==> src/rtl/seg_scan_decoder_pkg.sv <==
// Shared definitions for the seven-segment scan decoder and the display driver
// that produces the multiplexed scan.
//   - scan_state_e : decoder FSM state encoding
//   - glyph_of()   : hex nibble -> ABCDEFG segment code (A is bit 6)
//   - SEL_ONEHOT   : legal active-low digit select patterns, index = position
//   - sel_legal()/sel_pos() : select classification helpers
package seg_scan_decoder_pkg;

  localparam int NUM_POS = 4;

  typedef enum logic [1:0] {
    ST_IDLE   = 2'd0,
    ST_SETTLE = 2'd1,
    ST_HELD   = 2'd2
  } scan_state_e;

  // Active-low one-hot: position n is selected when bit n alone is low.
  localparam logic [NUM_POS-1:0][3:0] SEL_ONEHOT = {4'b0111, 4'b1011, 4'b1101, 4'b1110};

  function automatic logic [6:0] glyph_of(input logic [3:0] nib);
    case (nib)
      4'h0: glyph_of = 7'b1111110;
      4'h1: glyph_of = 7'b0110000;
      4'h2: glyph_of = 7'b1101101;
      4'h3: glyph_of = 7'b1111001;
      4'h4: glyph_of = 7'b0110011;
      4'h5: glyph_of = 7'b1011011;
      4'h6: glyph_of = 7'b1011111;
      4'h7: glyph_of = 7'b1110000;
      4'h8: glyph_of = 7'b1111111;
      4'h9: glyph_of = 7'b1111011;
      4'hA: glyph_of = 7'b1110111;
      4'hB: glyph_of = 7'b0011111;
      4'hC: glyph_of = 7'b1001110;
      4'hD: glyph_of = 7'b0111101;
      4'hE: glyph_of = 7'b1001111;
      default: glyph_of = 7'b1000111;
    endcase
  endfunction

  function automatic logic sel_legal(input logic [3:0] an);
    sel_legal = 1'b0;
    for (int i = 0; i < NUM_POS; i++)
      if (an == SEL_ONEHOT[i]) sel_legal = 1'b1;
  endfunction

  function automatic logic [1:0] sel_pos(input logic [3:0] an);
    sel_pos = '0;
    for (int i = 0; i < NUM_POS; i++)
      if (an == SEL_ONEHOT[i]) sel_pos = 2'(i);
  endfunction

endpackage

==> src/rtl/seg_scan_decoder_if.sv <==
// Scan bus between a multiplexed seven-segment driver and the decoder.
//   master : drives i_anodes/i_segments, observes decoded results
//   slave  : the decoder
//   i_anodes[3:0]   active-low digit select
//   i_segments[7:0] {A,B,C,D,E,F,G,P}, active-high
//   o_data[15:0]    decoded digits {d3,d2,d1,d0}
//   o_dots/o_err    per-position dot and illegal-glyph flags
//   o_valid         one-cycle new-frame pulse
//   o_glitch        one-cycle pulse after a multi-select sample
interface seg_scan_decoder_if;
  logic [3:0]  i_anodes;
  logic [7:0]  i_segments;
  logic [15:0] o_data;
  logic [3:0]  o_dots;
  logic [3:0]  o_err;
  logic        o_valid;
  logic        o_glitch;

  modport master (output i_anodes, i_segments,
                  input  o_data, o_dots, o_err, o_valid, o_glitch);
  modport slave  (input  i_anodes, i_segments,
                  output o_data, o_dots, o_err, o_valid, o_glitch);
endinterface

==> src/rtl/seg_glyph_decode.sv <==
// Combinational ABCDEFG glyph -> hex nibble lookup.
//   glyph_i[6:0] : segment pattern, A in bit 6
//   nib_o[3:0]   : decoded nibble (0 when illegal)
//   illegal_o    : pattern matches none of the 16 hex glyphs
module seg_glyph_decode
  import seg_scan_decoder_pkg::*;
(
  input  logic [6:0] glyph_i,
  output logic [3:0] nib_o,
  output logic       illegal_o
);

  always_comb begin
    nib_o     = '0;
    illegal_o = 1'b1;
    for (int n = 0; n < 16; n++) begin
      if (glyph_i == glyph_of(4'(n))) begin
        nib_o     = 4'(n);
        illegal_o = 1'b0;
      end
    end
  end

endmodule

==> src/rtl/seg_scan_decoder.sv <==
// Recovers four hex digits from a multiplexed seven-segment scan.
// A digit is captured once its select+segment sample has been stable for
// STABLE_CYCLES consecutive cycles; when all four positions have been
// captured the frame is published on o_data/o_dots/o_err with an o_valid pulse.
//   clk, rst_n : clock, asynchronous active-low reset
//   bus        : scan bus, slave side (see seg_scan_decoder_if)
module seg_scan_decoder
  import seg_scan_decoder_pkg::*;
#(
  parameter int unsigned STABLE_CYCLES = 4
) (
  input  logic          clk,
  input  logic          rst_n,
  seg_scan_decoder_if.slave bus
);

  localparam logic [7:0] STAB = 8'(STABLE_CYCLES);

  scan_state_e state_q, state_d;
  logic [7:0]  cnt_q, cnt_d;
  logic [3:0]  an_q, an_d;
  logic [7:0]  seg_q, seg_d;
  logic [3:0]  mask_q, mask_d;
  logic [3:0][3:0] stg_nib_q, stg_nib_d;
  logic [3:0]  stg_dot_q, stg_dot_d;
  logic [3:0]  stg_err_q, stg_err_d;
  logic [15:0] data_q, data_d;
  logic [3:0]  dots_q, dots_d;
  logic [3:0]  err_q, err_d;
  logic        valid_q, valid_d;
  logic        glitch_q, glitch_d;

  logic       legal, same, capture;
  logic [1:0] pos;
  logic [3:0] nib;
  logic       illegal;

  assign legal = sel_legal(bus.i_anodes);
  assign pos   = sel_pos(bus.i_anodes);
  assign same  = (bus.i_anodes == an_q) && (bus.i_segments == seg_q);

  seg_glyph_decode u_dec (
    .glyph_i   (bus.i_segments[7:1]),
    .nib_o     (nib),
    .illegal_o (illegal)
  );

  // FSM: next state, stability counter and reference sample.
  always_comb begin
    state_d = state_q;
    cnt_d   = cnt_q;
    an_d    = an_q;
    seg_d   = seg_q;
    capture = 1'b0;

    if (!legal) begin
      state_d = ST_IDLE;
      cnt_d   = '0;
    end else begin
      case (state_q)
        ST_SETTLE: begin
          if (same) begin
            cnt_d = (cnt_q == 8'hFF) ? cnt_q : cnt_q + 8'd1;
          end else begin
            cnt_d = 8'd1;
            an_d  = bus.i_anodes;
            seg_d = bus.i_segments;
          end
        end
        ST_HELD: begin
          if (!same) begin
            state_d = ST_SETTLE;
            cnt_d   = 8'd1;
            an_d    = bus.i_anodes;
            seg_d   = bus.i_segments;
          end
        end
        default: begin
          state_d = ST_SETTLE;
          cnt_d   = 8'd1;
          an_d    = bus.i_anodes;
          seg_d   = bus.i_segments;
        end
      endcase
    end

    // Capture on the cycle the count reaches the threshold; this also covers
    // STABLE_CYCLES=1, where a freshly loaded count of 1 captures at once.
    if (state_d == ST_SETTLE && cnt_d == STAB) begin
      capture = 1'b1;
      state_d = ST_HELD;
    end
  end

  // Staging, frame assembly and output registers.
  always_comb begin
    mask_d    = mask_q;
    stg_nib_d = stg_nib_q;
    stg_dot_d = stg_dot_q;
    stg_err_d = stg_err_q;
    data_d    = data_q;
    dots_d    = dots_q;
    err_d     = err_q;
    valid_d   = 1'b0;
    // Not legal and not all-high means two or more selects low.
    glitch_d  = !legal && (bus.i_anodes != 4'hF);

    if (capture) begin
      stg_nib_d[pos] = nib;
      stg_dot_d[pos] = bus.i_segments[0];
      stg_err_d[pos] = illegal;
      mask_d         = mask_q | (4'b0001 << pos);
      if (mask_d == 4'hF) begin
        data_d  = stg_nib_d;
        dots_d  = stg_dot_d;
        err_d   = stg_err_d;
        valid_d = 1'b1;
        mask_d  = '0;
      end
    end
  end

  always_ff @(posedge clk or negedge rst_n) begin
    if (!rst_n) begin
      state_q   <= ST_IDLE;
      cnt_q     <= '0;
      an_q      <= '0;
      seg_q     <= '0;
      mask_q    <= '0;
      stg_nib_q <= '0;
      stg_dot_q <= '0;
      stg_err_q <= '0;
      data_q    <= '0;
      dots_q    <= '0;
      err_q     <= '0;
      valid_q   <= 1'b0;
      glitch_q  <= 1'b0;
    end else begin
      state_q   <= state_d;
      cnt_q     <= cnt_d;
      an_q      <= an_d;
      seg_q     <= seg_d;
      mask_q    <= mask_d;
      stg_nib_q <= stg_nib_d;
      stg_dot_q <= stg_dot_d;
      stg_err_q <= stg_err_d;
      data_q    <= data_d;
      dots_q    <= dots_d;
      err_q     <= err_d;
      valid_q   <= valid_d;
      glitch_q  <= glitch_d;
    end
  end

  assign bus.o_data   = data_q;
  assign bus.o_dots   = dots_q;
  assign bus.o_err    = err_q;
  assign bus.o_valid  = valid_q;
  assign bus.o_glitch = glitch_q;

endmodule

==> src/flat_wrapper.sv <==
// flat-port wrapper written by rule: the top's interface ports become plain ports
module seg_scan_decoder_flat import seg_scan_decoder_pkg::*;
#(
  parameter int unsigned STABLE_CYCLES = 4
)
  (clk, rst_n, bus_i_anodes, bus_i_segments, bus_o_data, bus_o_dots, bus_o_err, bus_o_valid, bus_o_glitch);
  seg_scan_decoder_if bus_i ();
  input  logic clk;
  input  logic rst_n;
  input wire logic [$bits(bus_i.i_anodes)-1:0] bus_i_anodes;
  input wire logic [$bits(bus_i.i_segments)-1:0] bus_i_segments;
  output wire logic [$bits(bus_i.o_data)-1:0] bus_o_data;
  output wire logic [$bits(bus_i.o_dots)-1:0] bus_o_dots;
  output wire logic [$bits(bus_i.o_err)-1:0] bus_o_err;
  output wire logic [$bits(bus_i.o_valid)-1:0] bus_o_valid;
  output wire logic [$bits(bus_i.o_glitch)-1:0] bus_o_glitch;
  assign bus_i.i_anodes = bus_i_anodes;
  assign bus_i.i_segments = bus_i_segments;
  assign bus_o_data = bus_i.o_data;
  assign bus_o_dots = bus_i.o_dots;
  assign bus_o_err = bus_i.o_err;
  assign bus_o_valid = bus_i.o_valid;
  assign bus_o_glitch = bus_i.o_glitch;
  seg_scan_decoder #(.STABLE_CYCLES(STABLE_CYCLES)) u_core (.clk(clk), .rst_n(rst_n), .bus(bus_i));
endmodule
==> config.mk <==
export PLATFORM = sky130hd
export DESIGN_NAME = seg_scan_decoder_flat
export DESIGN_NICKNAME = d
export VERILOG_FILES = /design/src/rtl/seg_scan_decoder_pkg.sv /design/src/rtl/seg_scan_decoder_if.sv /design/src/rtl/seg_glyph_decode.sv /design/src/rtl/seg_scan_decoder.sv /design/src/flat_wrapper.sv
export SDC_FILE = /design/constraint.sdc
export NUM_CORES = 1
export LEC_CHECK = 0
export CORE_ASPECT_RATIO = 0.6
export CORE_MARGIN = 2
export CORE_UTILIZATION = 52
export DETAILED_ROUTE_END_ITERATION = 8
export HOLD_SLACK_MARGIN = 0.03
export PLACE_DENSITY = 0.72
export SLEW_MARGIN = 20
export SYNTH_ARGS = -nofsm -noshare
export SYNTH_HDL_FRONTEND = slang
export SYNTH_HIERARCHICAL = 1
export SYNTH_SLANG_ARGS = --single-unit
==> constraint.sdc <==
create_clock -name clk -period 3.15 [get_ports clk]
set_input_delay 0.4725 -clock clk [delete_from_list [all_inputs] [get_ports clk]]
set_output_delay 0.4725 -clock clk [all_outputs]
set_load 0.01 [all_outputs]
=== After elaboration in Yosys (flattened, before gate mapping) ===
Cells that the tools add are included.

* Flip-flop bits (word level): 76
* Input port bits: 14
* Output and inout port bits: 26
* Logic and storage cells: 121

* Add/subtract/negate cells: 1
* $lt $le $gt $ge: 2
* Equality and inequality tests: 30
* Shift operators: 1
* Muxes and demuxes: 62
* Bitwise gates (word level): 1
* Reductions and logical operators: 8

{| class="wikitable"
|+ Operator list
! operator !! count
|-
| == test 7 bit (second input constant) || 12
|-
| two-way mux 4 bit || 18
|-
| two-way mux 8 bit || 6
|-
| two-way mux 1 bit || 26
|-
| == test 7 x 6 -> 1 bit (second input constant) || 3
|-
| bitwise mux 16 bit || 1
|-
| == test 4 bit (second input constant) || 4
|-
| case mux 8 bit (2 select lines) || 1
|-
| two-way mux 2 bit || 5
|-
| adder 8 x 1 -> 8 bit (second input constant) || 1
|-
| bitwise mux 4 bit || 2
|-
| demux 4 bit (select 2 bit) || 1
|-
| == test 8 x 3 -> 1 bit (second input constant) || 1
|-
| == test 8 bit || 1
|-
| == test 8 bit (second input constant) || 1
|-
| == test 7 x 5 -> 1 bit (second input constant) || 1
|-
| == test 2 x 1 -> 1 bit (second input constant) || 2
|-
| == test 4 x 3 -> 1 bit (second input constant) || 1
|-
| == test 4 bit || 1
|-
| logical AND 1 bit || 4
|-
| inequality test 4 bit (second input constant) || 1
|-
| OR 4 bit || 1
|-
| case mux 2 bit (2 select lines) || 1
|-
| AND reduction 2 bit || 2
|-
| other kinds (8) || 8
|}

=== Logic depth before layout (Yosys ltp) ===
Gate-level depths: netlist (run 1).

* Depth after elaboration: 18
* Gate-level depth with buffers: 10
* Gate-level depth less buffers: 8

=== Cells and area by module ===
Netlist (run 1), hierarchy kept.

{| class="wikitable"
|+ By module, submodules not included
! module !! instances !! cells each !! area an instance (µm²) !! seq. area each (µm²)
|-
| seg_scan_decoder || 1 || 292 || 3976.3 || 1901.8
|-
| seg_glyph_decode || 1 || 57 || 417.9 || 0.0
|}

=== Least setup slack after synthesis (run 1) ===
Ideal clock, no wire load.

* Path kind: reg-to-reg
* From: reg u_core.state_q[0]
* To: reg u_core.data_q[10], in the netlist u_core/bus.o_data[10]
* Setup time: 0.125 ns
* Arrival: 2.925 ns
* Data required time: 3.025 ns
* Path slack: 0.100 ns
* Cell stages (with the launch flop): 9
* Path buffers: 1
* Period minus slack after synthesis: 3.050 ns
* Cells stage by stage: dfrtp_1 inv_1 ha_1 or3b_2 o2bb2ai_1 o2111ai_4 nor4_4 buf_6 mux2_4

* Longest elaborated chain between the ends: 7
* Elaborated cells on any way between the ends: 12
* Those cells by class: eq/ne (4); mux (6); reduce/logical (2)

{| class="wikitable"
|+ RTL lines
! item !! RTL line !! text
|-
| from (decl) || seg_scan_decoder.sv:19 || <nowiki>scan_state_e state_q, state_d;</nowiki>
|-
| from (signal assigned) || seg_scan_decoder.sv:139 || <nowiki>state_q <= state_d;</nowiki>
|-
| == test 2 bit, or another cell as far along || seg_scan_decoder.sv:60 || <nowiki>case (state_q)</nowiki>
|-
| case mux 8 bit (2 select lines) or case mux 2 bit (2 select lines) (tied branches) || seg_scan_decoder.sv:60 ||
|-
| two-way mux 8 bit or two-way mux 2 bit (tied branches) || seg_scan_decoder.sv:56 || <nowiki>if (!legal) begin</nowiki>
|-
| == test 8 x 3 -> 1 bit or == test 2 x 1 -> 1 bit (tied branches) || seg_scan_decoder.sv:89 || <nowiki>if (state_d == ST_SETTLE && cnt_d == STAB) begin</nowiki>
|-
| logical AND 1 bit * || seg_scan_decoder.sv:89 ||
|-
| two-way mux 1 bit * || seg_scan_decoder.sv:89 ||
|-
| AND reduction 2 bit (no source line) * || -- ||
|-
| to (signal assigned) || seg_scan_decoder.sv:147 || <nowiki>data_q <= data_d;</nowiki>
|-
| to (decl) || seg_scan_decoder.sv:27 || <nowiki>logic [15:0] data_q, data_d;</nowiki>
|}

Mark *: on every way between the ends. The rest lies on a longest branch, timed or not.
A chain may end at the register's enable or synchronous reset.

=== Worst setup path after layout (run 1) ===
* From: reg u_core.state_q[0]
* To: reg u_core/stg_nib_q[12] (netlist bit)

* Longest elaborated chain between the ends: 6
* Elaborated cells on any way between the ends: 11
* Those cells by class: eq/ne (4); mux (6); reduce/logical (1)

{| class="wikitable"
|+ RTL lines
! item !! RTL line !! text
|-
| == test 2 bit, or another cell as far along || seg_scan_decoder.sv:60 ||
|-
| case mux 8 bit (2 select lines) or case mux 2 bit (2 select lines) (tied branches) || seg_scan_decoder.sv:60 ||
|-
| two-way mux 8 bit or two-way mux 2 bit (tied branches) || seg_scan_decoder.sv:56 ||
|-
| == test 8 x 3 -> 1 bit or == test 2 x 1 -> 1 bit (tied branches) || seg_scan_decoder.sv:89 ||
|-
| logical AND 1 bit * || seg_scan_decoder.sv:89 ||
|-
| two-way mux 1 bit * || seg_scan_decoder.sv:89 ||
|-
| to (signal assigned) || seg_scan_decoder.sv:144 || <nowiki>stg_nib_q <= stg_nib_d;</nowiki>
|-
| to (decl) || seg_scan_decoder.sv:24 || <nowiki>logic [3:0][3:0] stg_nib_q, stg_nib_d;</nowiki>
|}

Marks and branches as above.

==> qor.yml, run 1 <==
run_status:
  status: "completed"
grt:
  grt_max_degree: 77
  track_usage: 0.227
  antenna_found_initial: 0
  grt_pass1_vias: 2992
  grt_pass1_wl_um: 15700
  grt_overflow_total: 0
worst_setup_path:
  required_ns: 3.37
  r2r-end: "u_core/stg_nib_q[12]$_DFFE_PN0P_"
  critPathKind: "register to register"
  regToRegStartpoint: "u_core/state_q[0]$_DFF_PN0_"
  max_stage_delay_ns: 0.45
  critPathLaunchType: "register"
  worst_path_max_delay_cell: "ha_1"
  crit_path_max_fanout: 12
  crit_arrival_ns: 3.26
  crit_path_cell_trace: "inv_1, ha_1, a211oi_1, nor4b_1, o32a_1, o2111ai_4, buf_4, nor4_4, buf_4, mux2_2"
  end_kind: "register"
  cp_common_cell: "buf_4"
  crit_path_end: "u_core/stg_nib_q[12]$_DFFE_PN0P_"
  crit_start: "u_core/state_q[0]$_DFF_PN0_"
  rrSetupSlack_ns: 0.11
  worst-path-stages: 10
  cp_top_family: "compound AO/OA/AOI/OAI gates"
  path_buf_inv: 3
  r2r_cells: 10
synth:
  ys_ff_latch: 76
  seq_area_frac_synth: 0.433
  ys_warn_count: 6
  syn_area_per_cell_um2: 12.6
  syn-cell-area_um2: 4390
  synth_enable_flop_cells: 0
  syn_nets: 366
  async_reset_ff_frac: 1.00
  ys.flop_type: "dfrtp_1"
  syn_inst: 349
  synthDistinctLibCells: 66
layout:
  antenna_cells: 0
  final_util: 0.665
  nets: 434
  synthToLayoutAreaGrowth_pct: 21.7
  fin_cells: 529
  drive_gt1_frac: 0.385
placed_design:
  placed_cells_incl_taps: 514
  gp_congestion: 0.872
  post-dp-hpwl_um: 6890
  io_buffers: 39
routing:
  routedWlPerCell_um: 18.0
  drt_first_pass_iters: 7
  drt.antenna.violating_nets: 0
  drcViolationCount: 0
  viasPerCell: 5.84
  wl_um: 9530
  drt-initial-drc-count: 182
  via_count: 3092
clock_network:
  post-cts-setup-buffer-count: 0
  cts_resized: 0
  cts-root-buf: "clkbuf_16"
  h-tree-depth: 3
  cts.path.max_buffers: 2
  tritoncts: "yes"
  numCtsBuffers: 9
  worst_skew_pair.late_latency_ns: 0.34
  cts_num_sinks: 76
  ctsHoldBuffers: 0
  clkTransAtPathRegs_ns: 0.06
timing:
  clock_skew_ns: 0.00649
  max_freq_ghz: 0.328
  slew_viol_final: 0
  tns_ns: 0
  hold_violations: 0
  finalSetupViolations: 0
  period_minus_slack_ns: 3.04
  min_period_over_period: 0.967
  tightest_slew_ns: 0.973
  slew_headroom: 0.351
  rsz0062_at_grt: "no"
floorplanning:
  die_height_um: 75.2
  num_rows: 25
  io-pin-count: 40
  fp.dieW_um: 123
  initial_core_util: 0.547
  coreArea_um2: 8040
  die_area_um2: 9230
pwr:
  peakVddDrop_v: 0.000349
  swShare: 0.253
  p_leak_uw: 0.00235
  pwr_density_cell_nw_per_um2: 431
  switching_power_uw: 584
  power_uw: 2310
  intPower_uw: 1720
  combPwrFrac: 0.132
  power_frac_seq: 0.452
  clkPwrFrac: 0.416
run:
  maxCapViolations: 0
min_path:
  holdCritPathClass: "input pin to asynchronous set/reset pin"
cells in the mapped netlist (4+ instances only):
| cell | instances | area, um2 |
|---|---|---|
| a21oi_1 | 10 | 50.1 |
| mux2_2 | 67 | 754 |
| nor2_1 | 13 | 48.8 |
| nand3b_1 | 5 | 37.5 |
| a211oi_1 | 5 | 37.5 |
| inv_1 | 10 | 37.5 |
| dfrtp_1 | 76 | 1900 |
| a21o_1 | 5 | 37.5 |
| nand2b_1 | 4 | 25.0 |
| mux2_1 | 6 | 67.6 |
| buf_6 | 8 | 90.1 |
| mux2_4 | 10 | 150 |
| o21ai_0 | 5 | 25.0 |
| buf_2 | 8 | 40.0 |
| nand3_1 | 7 | 35.0 |
| nor4_4 | 6 | 128 |
| o21ba_2 | 4 | 40.0 |
| xor2_1 | 12 | 105 |
| nand2_1 | 8 | 30.0 |
| nor4_1 | 4 | 25.0 |
| nand4b_1 | 5 | 43.8 |
cells by family (layout without fill, tap and decap cells):
family	count (synthesis)	count (layout)	synth area share
muxes	83	83	0.221
and+or+nand+nor	83	83	0.148
DFF	76	76	0.433
AOI/OAI and AO/OA	58	58	0.114
buffers and inverters	30	102	0.0433
xor gates and xnor gates	15	15	0.0299
adders and majority gates	4	4	0.0108
worst register-to-register path, cell delays in order (launching register included):
cell,delay (ns)
dfrtp_1,0.42
inv_1,0.08
ha_1,0.45
a211oi_1,0.20
nor4b_1,0.33
o32a_1,0.30
o2111ai_4,0.16
buf_4,0.20
nor4_4,0.26
buf_4,0.19
mux2_2,0.33
power groups by stage:
| stage | Combinational [uW] | Clock, uW | Sequential (uW) |
|---|---|---|---|
| 2_1_floorplan | 201 | 0 | 1050 |
| 3_3_place_gp | 296 | 0 | 1060 |
| 3_5_place_dp | 302 | 0 | 1060 |
| 4_1_cts | 304 | 978 | 1040 |
| 5_1_grt | 333 | 1020 | 1050 |
| 6_report | 304 | 959 | 1040 |
placed cells by master (no fill, tap or decap), types with 9 or more instances in the layout:
cell type | Yosys | final
a21oi_1 | 10 | 10
clkdlybuf4s50_1 | 0 | 38
clkbuf_16 | 0 | 9
xor2_1 | 12 | 12
inv_1 | 10 | 10
mux2_4 | 10 | 10
nor2_1 | 13 | 12
buf_4 | 2 | 38
mux2_2 | 67 | 67
dfrtp_1 | 76 | 76
layout make-up:
cell class	count	area (um2)
Multi-Input combinational cell	243	2310
Timing Repair Buffer	77	686
Fill cell	615	2690
Clock buffer	11	253
Clock inverter	4	25.0
Tap cell	108	135
Inverter	10	37.5
Sequential cell	76	1900
registers in the layout, summed over array words and instances, names as in the netlist:
register	count
u_core/an_q	4
u_core/bus.o_data	16
u_core/bus.o_dots	4
u_core/bus.o_err	4
u_core/bus.o_glitch	1
u_core/bus.o_valid	1
u_core/cnt_q	8
u_core/mask_q	4
u_core/seg_q	8
u_core/state_q	2
u_core/stg_dot_q	4
u_core/stg_err_q	4
u_core/stg_nib_q	16
metrics by stage:
step | setup slack (ns) | cell area (um2) | hold slack (ns)
2_1_floorplan | 0.0997 | 4390 | 0.177
3_3_place_gp | -0.0336 | 5060 | 0.469
3_5_place_dp | -0.0952 | 5060 | 0.476
4_1_cts | 0.160 | 5340 | 0.334
5_1_grt | 0.0244 | 5350 | 0.361
6_report | 0.105 | 5350 | 0.272
routing by layer:
metal,routed length (um),global-route usage,vias up
li1,-,-,1455
met1,4840,0.334,1550
met2,4170,0.331,77
met3,405,0.0576,10
met4,116,0.0690,0
met5,0,0,-
worst min path at each step:
stage / from / end / slack (ns) / depth (start not counted)
floorplan: rst_n / u_core/an_q[0]$_DFFE_PN0P_ / 0.18 / 0
global placement: u_core/bus.o_data[14]$_DFFE_PN0P_ / u_core/bus.o_data[14]$_DFFE_PN0P_ / 0.47 / 1
detailed placement: u_core/bus.o_err[3]$_DFFE_PN0P_ / u_core/bus.o_err[3]$_DFFE_PN0P_ / 0.48 / 1
CTS: rst_n / u_core/seg_q[7]$_DFFE_PN0P_ / 0.33 / 1
global route: rst_n / u_core/seg_q[7]$_DFFE_PN0P_ / 0.36 / 1
finish: rst_n / u_core/seg_q[5]$_DFFE_PN0P_ / 0.27 / 1
Note: power is estimated with default switching activity, not from simulation.
==> run 2: changes to the inputs <==
- CORE_UTILIZATION: 52 -> 54
- CTS_BUF_LIST: default -> sky130_fd_sc_hd__clkbuf_2
- PLACE_DENSITY: 0.72 -> 0.75
- SLEW_MARGIN: 20 -> default
- SYNTH_HIERARCHICAL: 1 -> default
==> qor.yml, run 2 <==
grt:
  track_usage: 0.245
  antenna_found_initial: 0
  grt_pass1_vias: 3133
  grt_max_degree: 77
  grt_pass1_wl_um: 16000
  grt_overflow_total: 0
clock_network:
  tritoncts: "yes"
  h-tree-depth: 3
  post-cts-setup-buffer-count: 0
  cts.path.max_buffers: 2
  worst_skew_pair.late_latency_ns: 0.56
  cts_num_sinks: 76
  cts-root-buf: "clkbuf_2"
  numCtsBuffers: 9
  clkTransAtPathRegs_ns: 0.22
layout:
  drive_gt1_frac: 0.245
  layout_commonest_cell: "dfrtp_1"
  multi_input_area_um2: 2090
  final_cell_mix: "dfrtp_1 (76), mux2_2 (42), clkdlybuf4s50_1 (38)"
  antenna_cells: 0
  final_util: 0.679
  final-seq-area_um2: 1900
  nets: 461
  synthToLayoutAreaGrowth_pct: 19.8
  num-fill-cells: 600
floorplanning:
  die_height_um: 72.1
  die_area_um2: 8460
  fp.dieW_um: 117
  io-pin-count: 40
  initial_core_util: 0.567
  num_rows: 24
  coreArea_um2: 7360
synth:
  syn_nets: 403
  ys.flop_type: "dfrtp_1"
  syn_area_per_cell_um2: 10.8
  synth_xor_area_frac: 0.0315
  synth_compound_area_frac: 0.117
  synth_top_area_cell: "dfrtp_1"
  ys_warn_count: 0
  post-synth-top-count-cell: "dfrtp_1"
  synth-simple-area-share: 0.165
  synth-adder-area-share: 0.0114
  seq_area_frac_synth: 0.456
  synth_common_cells: "dfrtp_1 (76), mux2_2 (42), nand2_1 (36)"
  synth_top_family_by_area: "multiplexers"
  synth_enable_flop_cells: 0
  ys_top_cells_by_area: "dfrtp_1 (46%), mux2_2 (11%), mux2_1 (4.6%), nand2_1 (3.2%), o21ai_0 (3.2%)"
  syn_inst: 386
  syn-cell-area_um2: 4170
  netlist.area_leader.share: 0.456
  synthMuxAreaShare: 0.177
  async_reset_ff_frac: 1.00
  synthDistinctLibCells: 65
  ys_ff_latch: 76
routing:
  via_count: 3237
  routedWlPerCell_um: 17.3
  drt-initial-drc-count: 226
  wl_um: 9580
  drcViolationCount: 0
  viasPerCell: 5.85
  drt_first_pass_iters: 5
  drt.antenna.violating_nets: 0
worst_setup_path:
  end_kind: "register"
  crit_start: "u_core.state_q[1]$_DFF_PN0_"
  rrSetupSlack_ns: 0.18
  critPathKind: "register to register"
  critPathLaunchType: "register"
  required_ns: 3.62
  crit_arrival_ns: 3.44
  crit_path_max_fanout: 17
  crit_path_end: "u_core.stg_nib_q[10]$_DFFE_PN0P_"
  r2r-end: "u_core.stg_nib_q[10]$_DFFE_PN0P_"
  regToRegStartpoint: "u_core.state_q[1]$_DFF_PN0_"
  r2r_cells: 9
placed_design:
  gp_congestion: 0.858
  post-dp-hpwl_um: 6940
  io_buffers: 39
pwr:
  swShare: 0.266
  combPwrFrac: 0.132
  intPower_uw: 1480
  p_leak_uw: 0.00228
  clkPwrFrac: 0.350
  power_frac_seq: 0.518
  switching_power_uw: 536
  power_uw: 2010
  pwr_density_cell_nw_per_um2: 403
  peakVddDrop_v: 0.000270
run_status:
  status: "completed"
timing:
  min_period_over_period: 0.943
  clock_skew_ns: 0.0259
  period_minus_slack_ns: 2.97
  finalSetupViolations: 0
  tightest_slew_ns: 0.940
  max_freq_ghz: 0.337
  rsz0062_at_grt: "no"
  slew_viol_final: 0
  slew_headroom: 0.373
  hold_violations: 0
run:
  maxCapViolations: 0
min_path:
  holdCritPathClass: "register to register"
-- run 2: cell types whose count changed in the layout (fill, tap and decap cells not counted), moves of 9 or more --
cell	delta
nand2_1	+28
mux2_2	-25
o21ai_0	+22
mux2_1	+11
clkbuf_2	+10
clkbuf_16	-9
-- run 2: per-stage QoR --
stage | cell area [um2] | cells | worst slack, ns | TNS [ns] | hold WS, ns
3_3_place_gp | 4820 | 536 | 0.0181 | 0 | 0.466
4_1_cts | 4990 | 553 | 0.150 | 0 | 0.520
3_5_place_dp | 4820 | 536 | -0.139 | -4.10 | 0.474
2_1_floorplan | 4170 | 386 | 0.341 | 0 | 0.177
6_report | 4990 | 553 | 0.180 | 0 | 0.514
5_1_grt | 4990 | 553 | 0.0139 | 0 | 0.535
-- run 2: repair_timing --
| action | in CTS | in global routing |
|---|---|---|
| resized for setup | 0 | 1 |
| endpoints found under the hold margin | 4 | 0 |
| endpoints found under the setup margin | 0 | 35 |
| hold buffers | 1 | 0 |
-- run 2: final cells by class --
type | count | area share
multi-input cells | 274 | 0.419
flip-flops and latches | 76 | 0.381
repair buffers | 72 | 0.133
well taps | 104 | 0.0261
clock inverters | 6 | 0.0226
clock buffers | 10 | 0.0100
inverters | 11 | 0.00827
-- run 2: kinds of logic after synthesis --
group | Yosys count
AO/OA/AOI/OAI | 75
XOR/XNOR | 15
adder cells (fa/ha/maj) | 4
multiplexers | 64
flip-flops | 76
buffers and inverters | 36
AND/OR/NAND/NOR | 116
-- run 2: power groups by stage --
stage | sequential, uW | clock, uW | combinational (uW)
finish | 1040 | 704 | 266
global route | 1050 | 753 | 298
CTS | 1040 | 720 | 267
detailed placement | 1060 | 0 | 265
global placement | 1060 | 0 | 258
floorplan | 1060 | 0 | 166
-- run 2: worst min-delay path by stage --
stage	from	end	slack, ns	cells past startpoint
floorplan	rst_n	u_core.an_q[0]$_DFFE_PN0P_	0.18	0
global placement	u_core.bus.o_err[2]$_DFFE_PN0P_	u_core.bus.o_err[2]$_DFFE_PN0P_	0.47	1
detailed placement	u_core.bus.o_data[13]$_DFFE_PN0P_	u_core.bus.o_data[13]$_DFFE_PN0P_	0.47	1
CTS	u_core.bus.o_data[13]$_DFFE_PN0P_	u_core.bus.o_data[13]$_DFFE_PN0P_	0.52	1
global route	u_core.bus.o_err[3]$_DFFE_PN0P_	u_core.bus.o_err[3]$_DFFE_PN0P_	0.54	1
finish	u_core.bus.o_data[13]$_DFFE_PN0P_	u_core.bus.o_data[13]$_DFFE_PN0P_	0.51	1
-- run 2: worst max-delay path, stage by stage, from the launching register on --
cell	delay (ns)
dfrtp_1	0.46
inv_1	0.09
ha_1	0.38
inv_1	0.24
nor3_1	0.08
o2bb2ai_1	0.30
a311oi_2	0.14
buf_4	0.18
or4b_1	0.67
mux2_2	0.35
-- run 2: layer usage --
metal | up-vias | track usage | wire length (um)
met1 | 1619 | 0.347 | 4560
met4 | 0 | 0.0656 | 93
met2 | 90 | 0.379 | 4310
met3 | 12 | 0.0668 | 615
met5 | - | 0 | 0
li1 | 1516 | - | -
==> run 3: changes to the inputs <==
- CTS_CLUSTER_SIZE: default -> 25
==> results of run 3 <==
The final DEF is identical to that of run 2; final timing and power are the same.
